## config.mk

```make
export PLATFORM = sky130hd
export DESIGN_NAME = countdown_timer_flat
export DESIGN_NICKNAME = d
export VERILOG_FILES = /design/src/rtl/countdown_timer_if.sv /design/src/rtl/countdown_timer.sv /design/src/flat_wrapper.sv
export SDC_FILE = /design/constraint.sdc
export NUM_CORES = 1
export LEC_CHECK = 0
export ABC_AREA = 1
export BUFFER_PORTS_ARGS = -buffer_cell sky130_fd_sc_hd__buf_2
export CAP_MARGIN = 20
export CELL_PAD_IN_SITES_DETAIL_PLACEMENT = 0
export CELL_PAD_IN_SITES_GLOBAL_PLACEMENT = 2
export CORE_MARGIN = 2
export CORE_UTILIZATION = 33
export DETAILED_ROUTE_END_ITERATION = 12
export GPL_TIMING_DRIVEN = 0
export PLACE_DENSITY = 0.86
export SKIP_CTS_REPAIR_TIMING = 1
export SYNTH_ARGS = -nofsm -noshare
export SYNTH_HDL_FRONTEND = slang
export SYNTH_SLANG_ARGS = --single-unit
```

## constraint.sdc

```tcl
create_clock -name CLK100MHZ -period 1.78 [get_ports CLK100MHZ]
set_clock_uncertainty 0.05 [all_clocks]
set_input_delay 0.356 -clock CLK100MHZ [delete_from_list [all_inputs] [get_ports CLK100MHZ]]
set_output_delay 0.356 -clock CLK100MHZ [all_outputs]
set_load 0.02 [all_outputs]
```

## src/rtl/countdown_timer_if.sv

```systemverilog
// countdown_timer_if: control inputs and count/status outputs of the countdown timer
interface countdown_timer_if #(parameter int N = 4);
  logic [N-1:0] Data;
  logic         Load;
  logic         Start;
  logic         Pause;
  logic         Auto_Reload;
  logic [N-1:0] Q;
  logic         Zero;
  logic         Done;
  logic         Busy;
  modport master (output Data, Load, Start, Pause, Auto_Reload, input Q, Zero, Done, Busy);
  modport slave  (input Data, Load, Start, Pause, Auto_Reload, output Q, Zero, Done, Busy);
endinterface

```

## src/rtl/countdown_timer.sv

```systemverilog
// countdown_timer: prescaled down-counter with load, pause/resume and optional auto-reload
module countdown_timer #(
  parameter int N   = 4,
  parameter int DIV = 100000
) (
  input logic             CLK100MHZ,
  input logic             reset,
  countdown_timer_if.slave bus
);
  localparam int PW = (DIV > 1) ? $clog2(DIV) : 1;
  localparam logic [PW-1:0] PMAX = PW'(DIV - 1);
  typedef enum logic [1:0] {IDLE, RUN, PAUSED} state_t;
  state_t        state_q, state_d;
  logic [N-1:0]  count_q, count_d, reload_q, reload_d;
  logic [PW-1:0] pre_q, pre_d;
  logic          done_q, done_d, busy_q, busy_d;
  logic          tick, last;
  always_comb begin
    state_d  = state_q;
    count_d  = count_q;
    reload_d = reload_q;
    pre_d    = pre_q;
    done_d   = 1'b0;
    tick     = 1'b0;
    last     = 1'b0;
    if (bus.Load) begin
      count_d  = bus.Data;
      reload_d = bus.Data;
      pre_d    = '0;
      state_d  = IDLE;
    end else if (state_q == RUN) begin
      if (bus.Pause) begin
        state_d = PAUSED;
      end else begin
        tick  = pre_q == PMAX;
        pre_d = tick ? '0 : pre_q + 1'b1;
        // terminal tick: reload and keep running, or stop at zero
        last  = tick && count_q == N'(1);
        if (tick && count_q > N'(1)) count_d = count_q - 1'b1;
        if (last) begin
          done_d  = 1'b1;
          count_d = bus.Auto_Reload ? reload_q : '0;
          state_d = bus.Auto_Reload ? RUN : IDLE;
        end
        if (tick && count_q == '0) state_d = IDLE;
      end
    end else if (state_q == PAUSED) begin
      state_d = (bus.Start && !bus.Pause) ? RUN : PAUSED;
    end else if (bus.Start && count_q != '0) begin
      state_d = RUN;
      pre_d   = '0;
    end
    busy_d = state_d != IDLE;
  end
  always_ff @(posedge CLK100MHZ or negedge reset) begin
    if (!reset) begin
      state_q  <= IDLE;
      count_q  <= '0;
      reload_q <= '0;
      pre_q    <= '0;
      done_q   <= 1'b0;
      busy_q   <= 1'b0;
    end else begin
      state_q  <= state_d;
      count_q  <= count_d;
      reload_q <= reload_d;
      pre_q    <= pre_d;
      done_q   <= done_d;
      busy_q   <= busy_d;
    end
  end
  assign bus.Q    = count_q;
  assign bus.Zero = count_q == '0;
  assign bus.Done = done_q;
  assign bus.Busy = busy_q;
endmodule
```

## src/flat_wrapper.sv

```systemverilog
// flat-port wrapper written by rule: the top's interface ports become plain ports
module countdown_timer_flat 
#(
  parameter int N   = 4,
  parameter int DIV = 100000
)
  (CLK100MHZ, reset, bus_Data, bus_Load, bus_Start, bus_Pause, bus_Auto_Reload, bus_Q, bus_Zero, bus_Done, bus_Busy);
  countdown_timer_if #(.N(N)) bus_i ();
  input logic CLK100MHZ;
  input logic reset;
  input wire logic [$bits(bus_i.Data)-1:0] bus_Data;
  input wire logic [$bits(bus_i.Load)-1:0] bus_Load;
  input wire logic [$bits(bus_i.Start)-1:0] bus_Start;
  input wire logic [$bits(bus_i.Pause)-1:0] bus_Pause;
  input wire logic [$bits(bus_i.Auto_Reload)-1:0] bus_Auto_Reload;
  output wire logic [$bits(bus_i.Q)-1:0] bus_Q;
  output wire logic [$bits(bus_i.Zero)-1:0] bus_Zero;
  output wire logic [$bits(bus_i.Done)-1:0] bus_Done;
  output wire logic [$bits(bus_i.Busy)-1:0] bus_Busy;
  assign bus_i.Data = bus_Data;
  assign bus_i.Load = bus_Load;
  assign bus_i.Start = bus_Start;
  assign bus_i.Pause = bus_Pause;
  assign bus_i.Auto_Reload = bus_Auto_Reload;
  assign bus_Q = bus_i.Q;
  assign bus_Zero = bus_i.Zero;
  assign bus_Done = bus_i.Done;
  assign bus_Busy = bus_i.Busy;
  countdown_timer #(.N(N), .DIV(DIV)) u_core (.CLK100MHZ(CLK100MHZ), .reset(reset), .bus(bus_i));
endmodule
```

======== After elaboration in Yosys (flattened, before gate mapping) ========
Index checks and enable logic that the tools add are counted.
storage, ports and cells
  flip-flop bits (word level) ............. 29
operators by class
  $add $sub $neg .......................... 2
  magnitude comparators ................... 1
  equal/unequal tests ..................... 7
  muxes and demuxes ....................... 25
  reductions and logical operators ........ 14
operators by type and width
  cell                                                                             number
  17-bit two-way mux                                                               6
  4-bit two-way mux                                                                6
  17-bit by 1-bit adder with 17-bit output, second input constant                  1
  17-bit equality test, second input constant                                      1
  2-bit two-way mux                                                                8
  3-bit AND reduction                                                              2
  3-bit nonzero test                                                               2
  1-bit logical AND                                                                5
  1-bit two-way mux                                                                5
  4-bit by 1-bit equality test with 1-bit output, second input constant            1
  4-bit by 1-bit greater-than comparator with 1-bit output, second input constant  1
  4-bit zero test                                                                  1
  2-bit nonzero test                                                               2
  4-bit nonzero test                                                               1
  4-bit by 1-bit subtractor with 4-bit output, second input constant               1
  3-bit by 2-bit inequality test with 1-bit output, second input constant          1
  3-bit inequality test, second input constant                                     1
  2-bit by 1-bit equality test with 1-bit output, second input constant            1
  2-bit equality test, second input constant                                       1
  2-bit inequality test, second input constant                                     1
  1-bit zero test                                                                  1

======== Logic depth before layout (Yosys ltp) ========
  depth in word-level cells ............... 8
  gate-level depth with buffers ........... 12
  gate-level depth less buffers ........... 12

======== Worst setup path after synthesis ========
Ideal clock, no wire load.
  path type ............................... reg-to-reg
  from .................................... register u_core.count_q[0], in the netlist u_core.bus.Q[0]
  to ...................................... register u_core.pre_q[7]
  library setup time ...................... 0.127 ns
  arrival time ............................ 1.559 ns
  setup slack ............................. 0.044 ns
  cell stages (with the launch flop) ...... 10
  period minus slack after synthesis ...... 1.736 ns
  path through ............................ dfrtp_1 inv_1 ha_1 inv_1 o21ai_2 o21ai_4 buf_6 nand2_2 o21ai_1 a21oi_1
between the ends
  cells in the longest elaborated chain, start to end .. 4
RTL lines
  what                           line                   source
  from (decl)                    countdown_timer.sv:14  logic [N-1:0] count_q, count_d, reload_q, reload_d;
  from (signal assigned)         countdown_timer.sv:65  count_q <= count_d;
  4-bit nonzero test             countdown_timer.sv:49  end else if (bus.Start && count_q != '0) begin
  1-bit logical AND              countdown_timer.sv:49
  3-bit nonzero test (no line)   --
  3-bit AND reduction (no line)  --
  to (signal assigned)           countdown_timer.sv:67  pre_q <= pre_d;
  to (decl)                      countdown_timer.sv:15  logic [PW-1:0] pre_q, pre_d;
Every way passes these cells.
A chain may end at the register's enable or synchronous reset.

======== Worst setup path after layout ========
  from .................................... register u_core.count_q[0], in the netlist u_core.bus.Q[0]
  to ...................................... output bus_Zero
between the ends
  cells in the longest elaborated chain, start to end .. 1
RTL lines
  what             line                   source
  4-bit zero test  countdown_timer.sv:73  assign bus.Zero = count_q == '0;
  to (decl)        flat_wrapper.sv:17     output wire logic [$bits(bus_i.Zero)-1:0] bus_Zero;
Every way passes these cells.

==> flow_summary.rst <==
.. list-table::
   :header-rows: 1

   * - Metric
     - Value
   * - Outcome
     - completed
   * - Horizontal die dimension
     - 79.7 um
   * - Maximum frequency from static timing analysis
     - around 580 MHz
   * - Initial drt markers
     - 85
   * - Area grow syn2layout
     - 24.4%
   * - Most frequent cell on the critical path
     - sky130_fd_sc_hd__inv_2
   * - Flop and latch count out of synthesis
     - 29
   * - Post-Route Hold Slack
     - 59.9 ps
   * - Required arrival time at the worst endpoint
     - 1370 ps
   * - Routability cong.
     - 0.792
   * - Initial antenna violation count
     - 0
   * - Filler Cells Inserted
     - 590
   * - Number of synthesized flops with an enable pin
     - 0
   * - Die area
     - 6350 um2
   * - Final max-slew violation count
     - 0
   * - Remaining number of nets flagged by the antenna check after routing
     - 0
   * - Slowest cell on crit path
     - sky130_fd_sc_hd__dfrtp_1
   * - Cell type group with the largest total delay on the critical path
     - flip-flops
   * - Crit path largest cell delay
     - a little over 400 ps
   * - Vias per cell
     - 4.43
   * - Average wire length per cell after detail routing
     - 12.2 um
   * - Die Y
     - 79.7 um
   * - Maximum vdd ir drop
     - approximately 350 uV
   * - Time the worst path needs with I/O delays and setup
     - 1720 ps
   * - Leakage power figure
     - 1.16 nW
   * - Via count
     - 1,671
   * - Mean cell area of the mapped netlist
     - 7.02 um2
   * - 1st-pass router iterations
     - 4
   * - Cells along the critical path
     - inv_2, ha_4, inv_2, nor2_1, buf_4
   * - Worst hold-check path type
     - input port to asynchronous set/reset pin
   * - Mapped Cells
     - 269
   * - Wire length of the first global-routing pass
     - between 7 and 8 mm
   * - Clk Latency, worst-skew pair
     - 280 ps
   * - CTS tree
     - yes
   * - Netlist Area Pre-Place
     - between 1500 and 2000 um2
   * - Critical path class
     - flop to output port
   * - Post-synthesis cell type with the largest combined area
     - sky130_fd_sc_hd__dfrtp_1
   * - Master cell of the clock root buffer
     - sky130_fd_sc_hd__clkbuf_8
   * - I/O pin cnt
     - 17
   * - DRC violation count after routing
     - 0
   * - CTS buffer count
     - 5
   * - Slew of the pin with the lowest slew margin
     - 682 ps
   * - Placed Area
     - between 2000 and 2500 um2
   * - Yosys warns
     - 0
   * - Unique masters post-synth
     - 32
   * - Wire length after detailed routing
     - 4.58 mm
   * - Placement row count
     - 27
   * - Final Non-Filler Cells
     - about 380
   * - Floorplan core area
     - 5510 um2
   * - Portion of the clock cycle consumed by the worst path in the final layout
     - 96.5%
   * - Sum of internal, switching and leakage power
     - 1.78 mW
   * - Sequential fraction of the synthesis area
     - 38.4%
   * - PortBufs
     - 15
   * - Share of layout cells above drive strength 1
     - 28.2%
   * - GRT Total Usage
     - 15.9%
   * - Reg clk slew, reported paths
     - approximately 70 ps
   * - Endpoint class of the critical path
     - output port
   * - RSZ-0062 raised after global routing
     - true
   * - Arrival time at the worst endpoint
     - ~1300 ps
   * - CTS H-tree lvls
     - 2
   * - Starting utilization of the core area
     - around a third
   * - Final layout net count
     - around 320
   * - Max-slew headroom at the worst pin
     - between 50 and 60%
   * - Number of buffer and inverter stages on the critical path
     - 3
   * - DPL Wire Length
     - 3.32 mm
   * - Fraction of post-synthesis cell area in the top cell type by area
     - 38.4%
   * - Number of global-route vias before repair
     - 1,629
   * - Number of hold violations in the final report
     - 0
   * - Nature of the critical path startpoint
     - flop
   * - Dominant synthesized flop cell
     - sky130_fd_sc_hd__dfrtp_1
   * - Power Density
     - 759 nW/um2
   * - Cell types with the largest area share after synthesis
     - sky130_fd_sc_hd__dfrtp_1, sky130_fd_sc_hd__nand2_1, sky130_fd_sc_hd__inv_1
   * - Async set-or-reset flop fraction in the synthesized netlist
     - 100%
   * - Crit-path max FO
     - 4
   * - Synthesized Nets
     - 283
   * - Instance count after placement with tap cells included
     - about 360
   * - Final Cell Area
     - 2350 um2
   * - Number of max-capacitance violations reported
     - 0
   * - Largest net degree at the start of global routing
     - 30
   * - Total gr overflow
     - 0
   * - Longest Clk Path Bufs
     - 2
   * - Number of setup violations in the final report
     - 0
   * - CTS Sinks
     - 29
   * - Antenna cells
     - 0
flip-flops by register name, summed over array words and instances, names as in the netlist:
| register | cells |
|---|---|
| u_core.bus.Busy | 1 |
| u_core.bus.Done | 1 |
| u_core.bus.Q | 4 |
| u_core.pre_q | 17 |
| u_core.reload_q | 4 |
| u_core.state_q | 2 |
layout make-up:
class	instances	area (um2)	share of cell area, %
Buffer	3	21.3	0.905
Clock buffer	7	86.3	3.67
Tap cell	72	90.1	3.83
Sequential cell	29	727	30.9
Inverter	46	174	7.40
Timing Repair Buffer	29	186	7.93
Multi-Input combinational cell	191	1060	45.3
cells in the final DEF (no fill, tap or decap), drive strengths merged, types with 4 or more instances in the layout:
cell    count
a21oi      11
nand3      18
xor2        4
nor2       40
clkbuf      7
nand4       6
ha          4
dfrtp      29
buf        32
nor3        8
nand2      77
inv        45
o21ai      16
metal layers:
metal	GRT usage [%]	vias up	part of all wire, %	routed length [um]
li1	-	919	-	-
met1	23.1	731	52	2400
met2	23.5	19	45	2040
met3	3.73	2	2.3	105
met4	4.66	0	0.63	29
met5	0	-	0	0
where the power goes:
part / internal, mW / leakage, nW / switching, mW
registers: 0.705 / 0.386 / 0.0490
logic: 0.193 / 0.732 / 0.278
clock network: 0.306 / 0.0443 / 0.251
through the flow:
stage	util, %	setup TNS, ps	setup slack [ps]
detailed placement	37.3	-61.6	-27.4
global route	42.7	-75.0	-29.6
global placement	37.3	-28.8	-15.2
floorplan	-	0	44.2
CTS	38.9	-136	-32.6
finish	42.7	0	61.5
path summary, 6_finish.rpt:
kind	start	endpoint	slack [ps]	depth (start not counted)
max in group asynchronous	reset	u_core.bus.Q[2]	1140	1
setup / recovery	u_core.bus.Q[0]	bus_Zero	60	5
min in group CLK100MHZ	bus_Data[0]	u_core.reload_q[0]	250	3
hold / removal	reset	u_core.pre_q[7]	60	1
setup reg to reg	u_core.bus.Q[0]	u_core.pre_q[16]	70	10
hold reg to reg	u_core.reload_q[1]	u_core.reload_q[1]	420	2
logic make-up after synthesis:
group           share of synthesized area, %
buf+inv                                 10.3
compound gates                          9.93
flops                                   38.4
simple gates                            36.8
fa+ha+maj                               2.65
xor+xnor                                1.85
cells in the mapped netlist, types with 2 or more instances:
library cell / number
sky130_fd_sc_hd__nand3_2: 3
sky130_fd_sc_hd__o21ai_2: 2
sky130_fd_sc_hd__nor3_1: 6
sky130_fd_sc_hd__o21ai_0: 9
sky130_fd_sc_hd__inv_1: 39
sky130_fd_sc_hd__nand4_1: 5
sky130_fd_sc_hd__ha_1: 4
sky130_fd_sc_hd__xor2_1: 4
sky130_fd_sc_hd__nor2_1: 35
sky130_fd_sc_hd__nor2_4: 2
sky130_fd_sc_hd__dfrtp_1: 29
sky130_fd_sc_hd__nand2_2: 6
sky130_fd_sc_hd__nor3_2: 2
sky130_fd_sc_hd__buf_2: 2
sky130_fd_sc_hd__o21ai_1: 4
sky130_fd_sc_hd__nand3_1: 15
sky130_fd_sc_hd__nor2_2: 3
sky130_fd_sc_hd__a21oi_1: 10
sky130_fd_sc_hd__inv_2: 6
sky130_fd_sc_hd__nand2_1: 71
Note: power is estimated with default switching activity, not from simulation.
